**src/rtl/vga_pkg.sv**
```systemverilog
// Shared definitions for the VGA test-pattern generator.
//   vga_mode_e  : runtime pattern selection (bars, checker, gradient, scrolling bars)
//   CI_*        : 3-bit colour indices, bit 2 = red, bit 1 = green, bit 0 = blue
//   bar_colour  : colour index of a given colour-bar column
package vga_pkg;

    typedef enum logic [1:0] {
        MODE_BARS   = 2'd0,
        MODE_CHECK  = 2'd1,
        MODE_GRAD   = 2'd2,
        MODE_SCROLL = 2'd3
    } vga_mode_e;

    localparam logic [2:0] CI_BLACK   = 3'b000;
    localparam logic [2:0] CI_BLUE    = 3'b001;
    localparam logic [2:0] CI_GREEN   = 3'b010;
    localparam logic [2:0] CI_CYAN    = 3'b011;
    localparam logic [2:0] CI_RED     = 3'b100;
    localparam logic [2:0] CI_MAGENTA = 3'b101;
    localparam logic [2:0] CI_YELLOW  = 3'b110;
    localparam logic [2:0] CI_WHITE   = 3'b111;

    // Classic test-card order, left to right. This is not a plain 7-col
    // countdown of the RGB index, hence the explicit table.
    function automatic logic [2:0] bar_colour(input logic [2:0] col);
        logic [2:0] ci;
        case (col)
            3'd0:    ci = CI_WHITE;
            3'd1:    ci = CI_YELLOW;
            3'd2:    ci = CI_CYAN;
            3'd3:    ci = CI_GREEN;
            3'd4:    ci = CI_MAGENTA;
            3'd5:    ci = CI_RED;
            3'd6:    ci = CI_BLUE;
            default: ci = CI_BLACK;
        endcase
        return ci;
    endfunction

endpackage

```
**src/rtl/vga_timing_gen.sv**
```systemverilog
// Horizontal/vertical raster counters and the raw (unregistered) timing flags.
//   clk, rst_n            : pixel clock, asynchronous active-low reset
//   h_cnt, v_cnt          : current raster position
//   active                : position is inside the visible area
//   hsync_act, vsync_act  : sync pulse interval (polarity applied downstream)
//   frame_start           : position is (0,0)
module vga_timing_gen
    import vga_pkg::*;
#(
    parameter int H_PIXELS       = 800,
    parameter int H_FRONTPORCH   = 40,
    parameter int H_SYNCTIME     = 128,
    parameter int H_BACKPORCH    = 88,
    parameter int V_LINES        = 600,
    parameter int V_FRONTPORCH   = 1,
    parameter int V_SYNCTIME     = 4,
    parameter int V_BACKPORCH    = 23,
    parameter int PIXEL_GEN_BITS = 12
) (
    input  logic                      clk,
    input  logic                      rst_n,
    output logic [PIXEL_GEN_BITS-1:0] h_cnt,
    output logic [PIXEL_GEN_BITS-1:0] v_cnt,
    output logic                      active,
    output logic                      hsync_act,
    output logic                      vsync_act,
    output logic                      frame_start
);

    localparam int PGB = PIXEL_GEN_BITS;

    localparam logic [PGB-1:0] H_LAST = PGB'(H_PIXELS + H_FRONTPORCH + H_SYNCTIME + H_BACKPORCH - 1);
    localparam logic [PGB-1:0] V_LAST = PGB'(V_LINES + V_FRONTPORCH + V_SYNCTIME + V_BACKPORCH - 1);
    localparam logic [PGB-1:0] H_ACT  = PGB'(H_PIXELS);
    localparam logic [PGB-1:0] V_ACT  = PGB'(V_LINES);
    localparam logic [PGB-1:0] H_SS   = PGB'(H_PIXELS + H_FRONTPORCH);
    localparam logic [PGB-1:0] H_SE   = PGB'(H_PIXELS + H_FRONTPORCH + H_SYNCTIME);
    localparam logic [PGB-1:0] V_SS   = PGB'(V_LINES + V_FRONTPORCH);
    localparam logic [PGB-1:0] V_SE   = PGB'(V_LINES + V_FRONTPORCH + V_SYNCTIME);

    logic [PGB-1:0] h_cnt_q, h_cnt_d;
    logic [PGB-1:0] v_cnt_q, v_cnt_d;

    always_comb begin
        h_cnt_d = h_cnt_q + PGB'(1);
        v_cnt_d = v_cnt_q;
        if (h_cnt_q == H_LAST) begin
            h_cnt_d = '0;
            v_cnt_d = (v_cnt_q == V_LAST) ? '0 : v_cnt_q + PGB'(1);
        end
    end

    always_ff @(posedge clk or negedge rst_n) begin
        if (!rst_n) begin
            h_cnt_q <= '0;
            v_cnt_q <= '0;
        end else begin
            h_cnt_q <= h_cnt_d;
            v_cnt_q <= v_cnt_d;
        end
    end

    // S0: flags decoded straight from the counters
    always_comb begin
        h_cnt       = h_cnt_q;
        v_cnt       = v_cnt_q;
        active      = (h_cnt_q < H_ACT) && (v_cnt_q < V_ACT);
        hsync_act   = (h_cnt_q >= H_SS) && (h_cnt_q < H_SE);
        vsync_act   = (v_cnt_q >= V_SS) && (v_cnt_q < V_SE);
        frame_start = (h_cnt_q == '0) && (v_cnt_q == '0);
    end

endmodule

```
**src/rtl/vga_pattern_gen.sv**
```systemverilog
// Multi-mode VGA test-pattern generator.
//   clk_pll, rst         : pixel clock, asynchronous active-low reset
//   mode                 : pattern select, taken only at frame start
//   freeze               : hold the frame counter / scroll offset
//   HSYNC, VSYNC         : sync outputs with configurable polarity
//   DE                   : active video enable
//   FRAME_START          : one-clock pulse with pixel (0,0)
//   RED/GREEN/BLUE_OUT   : colour, forced to 0 outside the active area
// All outputs trail the raster counters by two clocks and are mutually aligned.
module vga_pattern_gen
    import vga_pkg::*;
#(
    parameter int H_PIXELS          = 800,
    parameter int H_FRONTPORCH      = 40,
    parameter int H_SYNCTIME        = 128,
    parameter int H_BACKPORCH       = 88,
    parameter int V_LINES           = 600,
    parameter int V_FRONTPORCH      = 1,
    parameter int V_SYNCTIME        = 4,
    parameter int V_BACKPORCH       = 23,
    parameter bit H_SYNC_POL        = 1'b0,
    parameter bit V_SYNC_POL        = 1'b0,
    parameter int PIXEL_GEN_BITS    = 12,
    parameter int RED_W             = 5,
    parameter int GREEN_W           = 6,
    parameter int BLUE_W            = 5,
    parameter int NUMBER_OF_COLUMNS = 8,
    parameter int CHECK_LOG2        = 5,
    parameter int SCROLL_STEP       = 4
) (
    input  logic               clk_pll,
    input  logic               rst,
    input  logic [1:0]         mode,
    input  logic               freeze,
    output logic               HSYNC,
    output logic               VSYNC,
    output logic               DE,
    output logic               FRAME_START,
    output logic [RED_W-1:0]   RED_OUT,
    output logic [GREEN_W-1:0] GREEN_OUT,
    output logic [BLUE_W-1:0]  BLUE_OUT
);

    localparam int PGB   = PIXEL_GEN_BITS;
    localparam int XW    = PIXEL_GEN_BITS + 1;
    localparam int BAR_W = H_PIXELS / NUMBER_OF_COLUMNS;

    logic [PGB-1:0] h_s0, v_s0;
    logic           active_s0, hs_s0, vs_s0, fs_s0;

    vga_timing_gen #(
        .H_PIXELS      (H_PIXELS),
        .H_FRONTPORCH  (H_FRONTPORCH),
        .H_SYNCTIME    (H_SYNCTIME),
        .H_BACKPORCH   (H_BACKPORCH),
        .V_LINES       (V_LINES),
        .V_FRONTPORCH  (V_FRONTPORCH),
        .V_SYNCTIME    (V_SYNCTIME),
        .V_BACKPORCH   (V_BACKPORCH),
        .PIXEL_GEN_BITS(PIXEL_GEN_BITS)
    ) u_timing (
        .clk        (clk_pll),
        .rst_n      (rst),
        .h_cnt      (h_s0),
        .v_cnt      (v_s0),
        .active     (active_s0),
        .hsync_act  (hs_s0),
        .vsync_act  (vs_s0),
        .frame_start(fs_s0)
    );

    // Per-frame state: latched on the same edge that moves (0,0) into S1,
    // so the whole new frame sees a consistent mode and offset.
    vga_mode_e      mode_q, mode_d;
    logic [PGB-1:0] frame_cnt_q, frame_cnt_d;
    logic [PGB-1:0] offset_q, offset_d;
    logic [XW-1:0]  offset_sum;

    // S1 pipeline registers
    logic [PGB-1:0] x_p1_q, x_p1_d;
    logic [PGB-1:0] y_p1_q, y_p1_d;
    logic           de_p1_q, de_p1_d;
    logic           hs_p1_q, hs_p1_d;
    logic           vs_p1_q, vs_p1_d;
    logic           fs_p1_q, fs_p1_d;

    // S2 output registers
    logic               hsync_q, hsync_d;
    logic               vsync_q, vsync_d;
    logic               de_q, de_d;
    logic               fs_q, fs_d;
    logic [RED_W-1:0]   red_q, red_d;
    logic [GREEN_W-1:0] green_q, green_d;
    logic [BLUE_W-1:0]  blue_q, blue_d;

    logic [XW-1:0] scroll_sum;
    logic [XW-1:0] bar_x;
    logic [2:0]    col;
    logic [2:0]    ci;
    logic          chk_odd;

    // S0 -> S1: capture raster position and flags, update frame state
    always_comb begin
        mode_d      = mode_q;
        frame_cnt_d = frame_cnt_q;
        offset_d    = offset_q;
        // Scroll offset tracks frame_cnt*SCROLL_STEP mod H_PIXELS incrementally.
        offset_sum  = {1'b0, offset_q} + XW'(SCROLL_STEP);
        if (fs_s0) begin
            mode_d = vga_mode_e'(mode);
            if (!freeze) begin
                frame_cnt_d = frame_cnt_q + PGB'(1);
                offset_d    = PGB'((offset_sum >= XW'(H_PIXELS)) ? offset_sum - XW'(H_PIXELS)
                                                                 : offset_sum);
            end
        end
        x_p1_d  = h_s0;
        y_p1_d  = v_s0;
        de_p1_d = active_s0;
        hs_p1_d = hs_s0;
        vs_p1_d = vs_s0;
        fs_p1_d = fs_s0;
    end

    // S1 -> S2: pattern generation, blanking and sync polarity
    always_comb begin
        scroll_sum = {1'b0, x_p1_q} + {1'b0, offset_q};
        bar_x      = {1'b0, x_p1_q};
        if (mode_q == MODE_SCROLL) begin
            bar_x = (scroll_sum >= XW'(H_PIXELS)) ? scroll_sum - XW'(H_PIXELS) : scroll_sum;
        end

        // Column by threshold compare; pixels past the last full bar stay in
        // the last column, and the 3-bit cast gives the mod-8 colour cycle.
        col = '0;
        for (int k = 1; k < NUMBER_OF_COLUMNS; k++) begin
            if (bar_x >= XW'(k * BAR_W)) begin
                col = 3'(k);
            end
        end

        chk_odd = |(((x_p1_q >> CHECK_LOG2) ^ (y_p1_q >> CHECK_LOG2)) & PGB'(1));

        ci = bar_colour(col);
        if (mode_q == MODE_CHECK) begin
            ci = chk_odd ? CI_BLACK : CI_WHITE;
        end

        red_d   = {RED_W{ci[2]}};
        green_d = {GREEN_W{ci[1]}};
        blue_d  = {BLUE_W{ci[0]}};
        if (mode_q == MODE_GRAD) begin
            red_d   = x_p1_q[RED_W-1:0];
            green_d = y_p1_q[GREEN_W-1:0];
            blue_d  = ~x_p1_q[BLUE_W-1:0];
        end
        if (!de_p1_q) begin
            red_d   = '0;
            green_d = '0;
            blue_d  = '0;
        end

        hsync_d = hs_p1_q ? H_SYNC_POL : ~H_SYNC_POL;
        vsync_d = vs_p1_q ? V_SYNC_POL : ~V_SYNC_POL;
        de_d    = de_p1_q;
        fs_d    = fs_p1_q;
    end

    always_ff @(posedge clk_pll or negedge rst) begin
        if (!rst) begin
            mode_q      <= MODE_BARS;
            frame_cnt_q <= '0;
            offset_q    <= '0;
            x_p1_q      <= '0;
            y_p1_q      <= '0;
            de_p1_q     <= 1'b0;
            hs_p1_q     <= 1'b0;
            vs_p1_q     <= 1'b0;
            fs_p1_q     <= 1'b0;
            hsync_q     <= ~H_SYNC_POL;
            vsync_q     <= ~V_SYNC_POL;
            de_q        <= 1'b0;
            fs_q        <= 1'b0;
            red_q       <= '0;
            green_q     <= '0;
            blue_q      <= '0;
        end else begin
            mode_q      <= mode_d;
            frame_cnt_q <= frame_cnt_d;
            offset_q    <= offset_d;
            x_p1_q      <= x_p1_d;
            y_p1_q      <= y_p1_d;
            de_p1_q     <= de_p1_d;
            hs_p1_q     <= hs_p1_d;
            vs_p1_q     <= vs_p1_d;
            fs_p1_q     <= fs_p1_d;
            hsync_q     <= hsync_d;
            vsync_q     <= vsync_d;
            de_q        <= de_d;
            fs_q        <= fs_d;
            red_q       <= red_d;
            green_q     <= green_d;
            blue_q      <= blue_d;
        end
    end

    assign HSYNC       = hsync_q;
    assign VSYNC       = vsync_q;
    assign DE          = de_q;
    assign FRAME_START = fs_q;
    assign RED_OUT     = red_q;
    assign GREEN_OUT   = green_q;
    assign BLUE_OUT    = blue_q;

endmodule
```
**config.mk**
```make
export PLATFORM = sky130hd
export DESIGN_NAME = vga_pattern_gen
export DESIGN_NICKNAME = d
export VERILOG_FILES = /design/src/rtl/vga_pkg.sv /design/src/rtl/vga_timing_gen.sv /design/src/rtl/vga_pattern_gen.sv
export SDC_FILE = /design/constraint.sdc
export NUM_CORES = 1
export LEC_CHECK = 0
export ABC_CLOCK_PERIOD_IN_PS = 4110
export CORE_MARGIN = 2
export CORE_UTILIZATION = 25
export CTS_BUF_LIST = sky130_fd_sc_hd__clkbuf_8 sky130_fd_sc_hd__clkbuf_16
export DETAILED_ROUTE_END_ITERATION = 7
export PLACE_DENSITY = 0.43
export SLEW_MARGIN = 20
export SYNTH_ARGS = -nofsm -noshare
export SYNTH_HDL_FRONTEND = slang
export SYNTH_HIERARCHICAL = 1
export SYNTH_SLANG_ARGS = --single-unit
```
**constraint.sdc**
```tcl
create_clock -name clk_pll -period 4.11 [get_ports clk_pll]
set_input_delay 0.822 -clock clk_pll [delete_from_list [all_inputs] [get_ports clk_pll]]
set_output_delay 0.822 -clock clk_pll [all_outputs]
set_load 0.02 [all_outputs]
```
After elaboration in Yosys (flattened, before gate mapping):

Index checks and enable logic that the tools add are counted.

* add/subtract/negate cells: 6
* magnitude comparators: 15
* equal/unequal tests: 11
* multiplexer cells: 23
* bitwise operators: 3
* reduce and logical (&&, ||, !) cells: 8

Operator list (count)
* $ge A13 B10 Y1 const B: 4
* $lt A12 B10 Y1 const B: 4
* $ge A13 B9 Y1 const B: 3
* $mux W12: 3
* $mux W13: 2
* $add A12 B1 Y12 const B: 2
* $ge A12 B10 Y1 const B: 2
* $logic_not A12 Y1: 2
* $mux W3: 8
* $pmux W3 S7: 1
* $mux W5: 4
* $add A12 B12 Y13: 1
* $add A12 B3 Y13 const B: 1
* $ge A13 B7 Y1 const B: 1
* $ge A13 B8 Y1 const B: 1
* $sub A13 B10 Y13 const B: 1
* $eq A12 B10 Y1 const B: 1
* $eq A12 B11 Y1 const B: 1
* $mux W6: 2
* $sub A12 B10 Y12 const B: 1
* $eq A3 B3 Y1 const B: 3
* $eq A3 B2 Y1 const B: 2
* $not A5 Y5: 1
* $eq A2 B2 Y1 const B: 2
* other kinds (8): 13

* register bits: 80
* input bits: 5
* output and inout bits: 20
* logic and storage cells: 83

Depth between registers and ports, before layout:

* word-level depth: 17
* mapped depth: 18
* depth with buffers taken out: 16

By module:

Netlist, hierarchy kept.

By module, submodules not included
* vga_pattern_gen: times used 1, cells each 396, area each 3603.5 sq um, sequential area each 1353.8 sq um
* vga_timing_gen: times used 1, cells each 148, area each 1416.4 sq um, sequential area each 600.6 sq um

Worst setup path after synthesis:

Ideal clock, no wire load.

* path kind: register -> register
* from: reg offset_q[2]
* to: reg red_q[0], in the netlist RED_OUT[0]
* data arrival time: 3983 ps
* data required time: 3977 ps
* slack: -6 ps
* stages on the path, launching flop included: 17
* clock period less this slack: 4116 ps
* path through: dfrtp_1 ha_1 inv_1 fa_1 nand2b_1 a21oi_1 xnor2_1 ha_1 nand2_1 mux2_2 a31oi_2 o21a_1 mux2_4 a211o_1 o21a_1 o311ai_4 a21oi_1

* word-level cells in the longest chain between the ends: 17
* elaborated cells between the ends (all ways): 30
* classes of those cells: add/sub: 2; order compare: 8; eq/ne: 6; mux: 13; reduce/logical: 1

Ends and longest elaborated chain
* from (decl): RTL line vga_pattern_gen.sv:76 `logic [PGB-1:0] offset_q, offset_d;`
* from (signal assigned): RTL line vga_pattern_gen.sv:190 `offset_q <= offset_d;`
* $add A12 B12 Y13 *: RTL line vga_pattern_gen.sv:127 `scroll_sum = {1'b0, x_p1_q} + {1'b0, offset_q};`
* $sub A13 B10 Y13 / $ge A13 B10 Y1 (equally long branches): RTL line vga_pattern_gen.sv:130 `bar_x = (scroll_sum >= XW'(H_PIXELS)) ? scroll_sum - XW'(H_PIXELS) : scroll_sum;`
* $mux W13 *: RTL line vga_pattern_gen.sv:130
* $mux W13 *: RTL line vga_pattern_gen.sv:129 `if (mode_q == MODE_SCROLL) begin`
* $ge A13 B7 Y1: RTL line vga_pattern_gen.sv:137 `if (bar_x >= XW'(k * BAR_W)) begin`
* $mux W1: RTL line vga_pattern_gen.sv:137
* $mux W3 (5 in series): RTL line vga_pattern_gen.sv:137
* $mux W3 *: RTL line vga_pattern_gen.sv:137
* $eq A3 B3 Y1 (tied with other cells): RTL line vga_pkg.sv:27 `case (col)`
* $pmux W3 S7 *: RTL line vga_pkg.sv:27
* $mux W3 *: RTL line vga_pattern_gen.sv:145 `if (mode_q == MODE_CHECK) begin`
* $mux W5 *: RTL line vga_pattern_gen.sv:152 `if (mode_q == MODE_GRAD) begin`
* $mux W5 *: RTL line vga_pattern_gen.sv:157 `if (!de_p1_q) begin`
* net red_d[0]: RTL line vga_pattern_gen.sv:92 `logic [RED_W-1:0] red_q, red_d;`
* to (signal assigned): RTL line vga_pattern_gen.sv:201 `red_q <= red_d;`
* to (decl): RTL line vga_pattern_gen.sv:92

Mark *: on every way through the listed nets, which the timed path passes. The rest lies on a longest branch.
A chain may end at the register's enable or synchronous reset.

Worst setup path in the final report:

* from: reg offset_q[8]
* to: reg blue_q[4], in the netlist BLUE_OUT[4]

* word-level cells in the longest chain between the ends: 17
* elaborated cells between the ends (all ways): 30
* classes of those cells: add/sub: 2; order compare: 8; eq/ne: 6; mux: 13; reduce/logical: 1

Ends and longest elaborated chain
* $add A12 B12 Y13 *: RTL line vga_pattern_gen.sv:127
* $sub A13 B10 Y13 / $ge A13 B10 Y1 (equally long branches): RTL line vga_pattern_gen.sv:130
* $mux W13 *: RTL line vga_pattern_gen.sv:130
* $mux W13 *: RTL line vga_pattern_gen.sv:129
* $ge A13 B7 Y1: RTL line vga_pattern_gen.sv:137
* $mux W1: RTL line vga_pattern_gen.sv:137
* $mux W3 (5 in series): RTL line vga_pattern_gen.sv:137
* $mux W3 *: RTL line vga_pattern_gen.sv:137
* $eq A3 B3 Y1 (tied with other cells): RTL line vga_pkg.sv:27
* $pmux W3 S7 *: RTL line vga_pkg.sv:27
* $mux W3 *: RTL line vga_pattern_gen.sv:145
* $mux W5 *: RTL line vga_pattern_gen.sv:152
* $mux W5 *: RTL line vga_pattern_gen.sv:157
* net blue_d[4]: RTL line vga_pattern_gen.sv:94 `logic [BLUE_W-1:0] blue_q, blue_d;`
* to (signal assigned): RTL line vga_pattern_gen.sv:203 `blue_q <= blue_d;`
* to (decl): RTL line vga_pattern_gen.sv:94

Marked as above.

==> out/qor.csv <==
metric,value,unit
Sw Share,0.265,
chip height,146,µm
Buffers & Inverters on Critical Path,0,
Post-synth EDFFs,0,
Slew Limit Fails,0,
pin count of the biggest net entering global routing,79,
number of global-route vias before repair,4240,
register area,0.00195,mm²
worst hold path class,reg -> reg,
CP max FO,9,
post-route ant nets,0,
combinational share of power,0.099,
"Remaining Overflow, GRT",0,
final period demand of the worst path,3.91,ns
Crit path arrival time,4.15,ns
Pint,1.28,mW
final worst setup slack,0.197,ns
Flop pwr share,0.455,
CTS H-Tree Depth,3,
register bit total from synthesis,78,
Setup CP Type,reg -> reg,
first-pass GRT wire length,21800,µm
DRC,0,
First-pass DRT Iterations,5,
CTS Hold Buffers Added,0,
DP HPWL,9550,µm
syn nets,570,
Psw,463,µW
crit start category,register,
Max stage delay on crit path,0.48,ns
actual slew at the worst max-slew pin,0.737,ns
P&R area growth vs syn,18.7,%
post-synth top area share,0.379,
Nets,598,
vias,4177,
run status,completed,
Cell Rows,51,
share of layout cells above drive strength 1,0.132,
clk buf depth,2,
Syn Inst Count,544,
Worst slew margin,0.509,
CP Capture Type,register,
Mapped Avg Cell Area,9.23,µm²
max cap viols,0,
I/O Pins,25,
drt total wl,12900,µm
synth warn,6,
per-cell routed wire length,15.4,µm
fmax,256,MHz
Synth Flop Type,dfrtp_1,
clk root buf,clkbuf_16,
CP startpoint,offset_q[8]$_DFFE_PN0P_,
Fin Clk Skew,0.0106,ns
worst endpoint required time,4.35,ns
Netlist Area Pre-Place,0.00502,mm²
initial core utilization,0.256,
Tot Pwr,1.75,mW
post-synth top area cell,dfrtp_1,
CP max stage cell,dfrtp_1,
Top Family by Delay on Critical Path,compound AO/OA/AOI/OAI gates,
Cell Pwr Density,293,mW/mm²
# diodes,0,
Die ar.,0.0212,mm²
final setup fails,0,
Num CTS Buffers,9,
Die X,146,µm
pre-CTS setup slack,0.104,ns
gpl congestion,0.828,
vias per inst,4.96,
Area contributors post-synth,"dfrtp_1 (38%), ha_1 (5.0%), nand2_1 (4.0%)",
core area,0.0196,mm²
Hold Path Origin,fs_d$_DFF_PN0_,
Port Buf Inserts,24,
Lkg Pwr,2.39,nW
starting DRC count in detailed routing,274,
Tot GR Track Use,0.126,
Async SR Flop Fraction,1.00,
clk slew on worst S/H paths,0.07,ns
reg2reg start,offset_q[8]$_DFFE_PN0P_,
clock sink count,78,
area of the multi-input gates,0.00297,mm²
post-synthesis sequential area ratio,0.389,
crit share post-route,0.952,
count of different cell masters after synthesis,82,
filler instances,2069,
worst vdd ir,0.172,mV
Final TNS setup,0,ns
clk_lat worst skew,0.34,ns
Clock Power Share,0.446,
crit-path cells,"ha_1, a21oi_4, a21boi_1, or3_1, a21oi_1, o21a_1, mux2_4, a211o_1, o221ai_1, nand3_1, o31ai_1",
initial antenna violation count,0,
CTS tree,done,
Fin. Hold Viols,0,
## logic make-up after synthesis
| family | share of synthesized area |
|---|---|
| adders and majority gates | 0.0538 |
| and+or+nand+nor | 0.230 |
| muxes | 0.0204 |
| xor gates and xnor gates | 0.0626 |
| DFF | 0.389 |
| buffers and inverters | 0.0327 |
| AOI/OAI and AO/OA | 0.212 |
## routing by layer
metal | global-route usage | up-vias | share of wire
met5 | 0 | - | 0
li1 | - | 2067 | -
met1 | 0.171 | 2049 | 0.49
met4 | 0.0373 | 0 | 0.013
met2 | 0.206 | 49 | 0.48
met3 | 0.0223 | 12 | 0.019
## worst reg2reg max path, stage by stage (launching register included)
cell	delay (ns)
dfrtp_1	0.48
ha_1	0.47
a21oi_4	0.29
a21boi_1	0.18
or3_1	0.39
a21oi_1	0.35
o21a_1	0.28
mux2_4	0.33
a211o_1	0.31
o221ai_1	0.20
nand3_1	0.21
o31ai_1	0.32
## cell type report
type,count,area share
flip-flops and latches,78,0.328
multi-input cells,427,0.499
clock buffers,9,0.0378
well taps,265,0.0556
repair buffers,37,0.0569
clock inverters,7,0.0109
inverters,19,0.0120
## path summary, 6_finish.rpt
kind,endpoint,slack (ns),depth (start not counted)
max,BLUE_OUT[4]$_DFF_PN0_,0.20,11
max reg2reg,BLUE_OUT[4]$_DFF_PN0_,0.20,11
max in group asynchronous,offset_q[11]$_DFFE_PN0P_,3.08,1
min,FRAME_START$_DFF_PN0_,0.35,0
min in group asynchronous,u_timing/v_cnt[8]$_DFFE_PN0N_,0.49,1
min reg2reg,FRAME_START$_DFF_PN0_,0.35,0
## cells in the mapped netlist, types with 3 or more instances
master	number
nor3_1	18
inv_1	19
nor3b_1	3
buf_2	5
a21oi_1	29
ha_1	20
or2_2	3
nand4_1	13
a21boi_1	4
nand2_1	54
o31ai_1	8
a31oi_1	4
and3_1	9
nor4_1	9
xor2_1	13
nand2b_1	7
nand3_1	28
or3_1	6
o211ai_1	4
o21ai_0	29
o21a_1	13
nor2b_1	7
mux2_2	6
nor2_1	32
a211oi_1	8
o31a_1	6
and2_1	7
dfrtp_1	76
clkbuf_1	13
a21o_1	4
xnor2_1	21
o21ai_1	4
## cell usage in the layout (no fill, tap or decap), drive strengths merged, types with 14 or more instances in the layout
cell type      netlist  layout
a21oi               30      30
inv                 19      23
clkdlybuf4s50        0      23
dfrtp               76      76
nand2               54      54
nand3               30      30
o21ai               33      33
xnor2               22      22
nor3                18      18
ha                  20      20
buf                  8      14
nor2                32      32
## metrics by stage
stage | utilization | area, µm² | std cells | hold WS [ns]
after floorplan | - | 5030 | 544 | 0.331
after global placement | 0.286 | 5590 | 824 | 0.337
after detailed placement | 0.286 | 5590 | 824 | 0.336
after CTS | 0.300 | 5880 | 840 | 0.354
after global routing | 0.304 | 5960 | 842 | 0.367
final | 0.304 | 5960 | 842 | 0.348
## power by group through the flow
stage                     Clock, mW  Sequential (mW)  Combinational (mW)
after global routing          0.845            0.798               0.192
after CTS                     0.811            0.796               0.173
after detailed placement          0            0.811               0.172
after global placement            0            0.810               0.173
after floorplan                   0            0.836              0.0683
final                         0.778            0.795               0.173
## what timing repair did
action,CTS,global route
setup buffers,0,1
setup endpoints to repair,0,16
gates resized for setup,0,12
## sequential cells by signal, summed over array words and instances (netlist names)
signal / count
y_p1_q: 6
offset_q: 10
fs_d: 1
DE: 1
VSYNC: 1
x_p1_q: 12
hs_p1_q: 1
u_timing/v_cnt: 12
vs_p1_q: 1
mode_q: 2
RED_OUT: 5
GREEN_OUT: 6
HSYNC: 1
BLUE_OUT: 5
de_d: 1
FRAME_START: 1
u_timing/h_cnt: 12
Note: power is estimated with default switching activity, not from simulation.
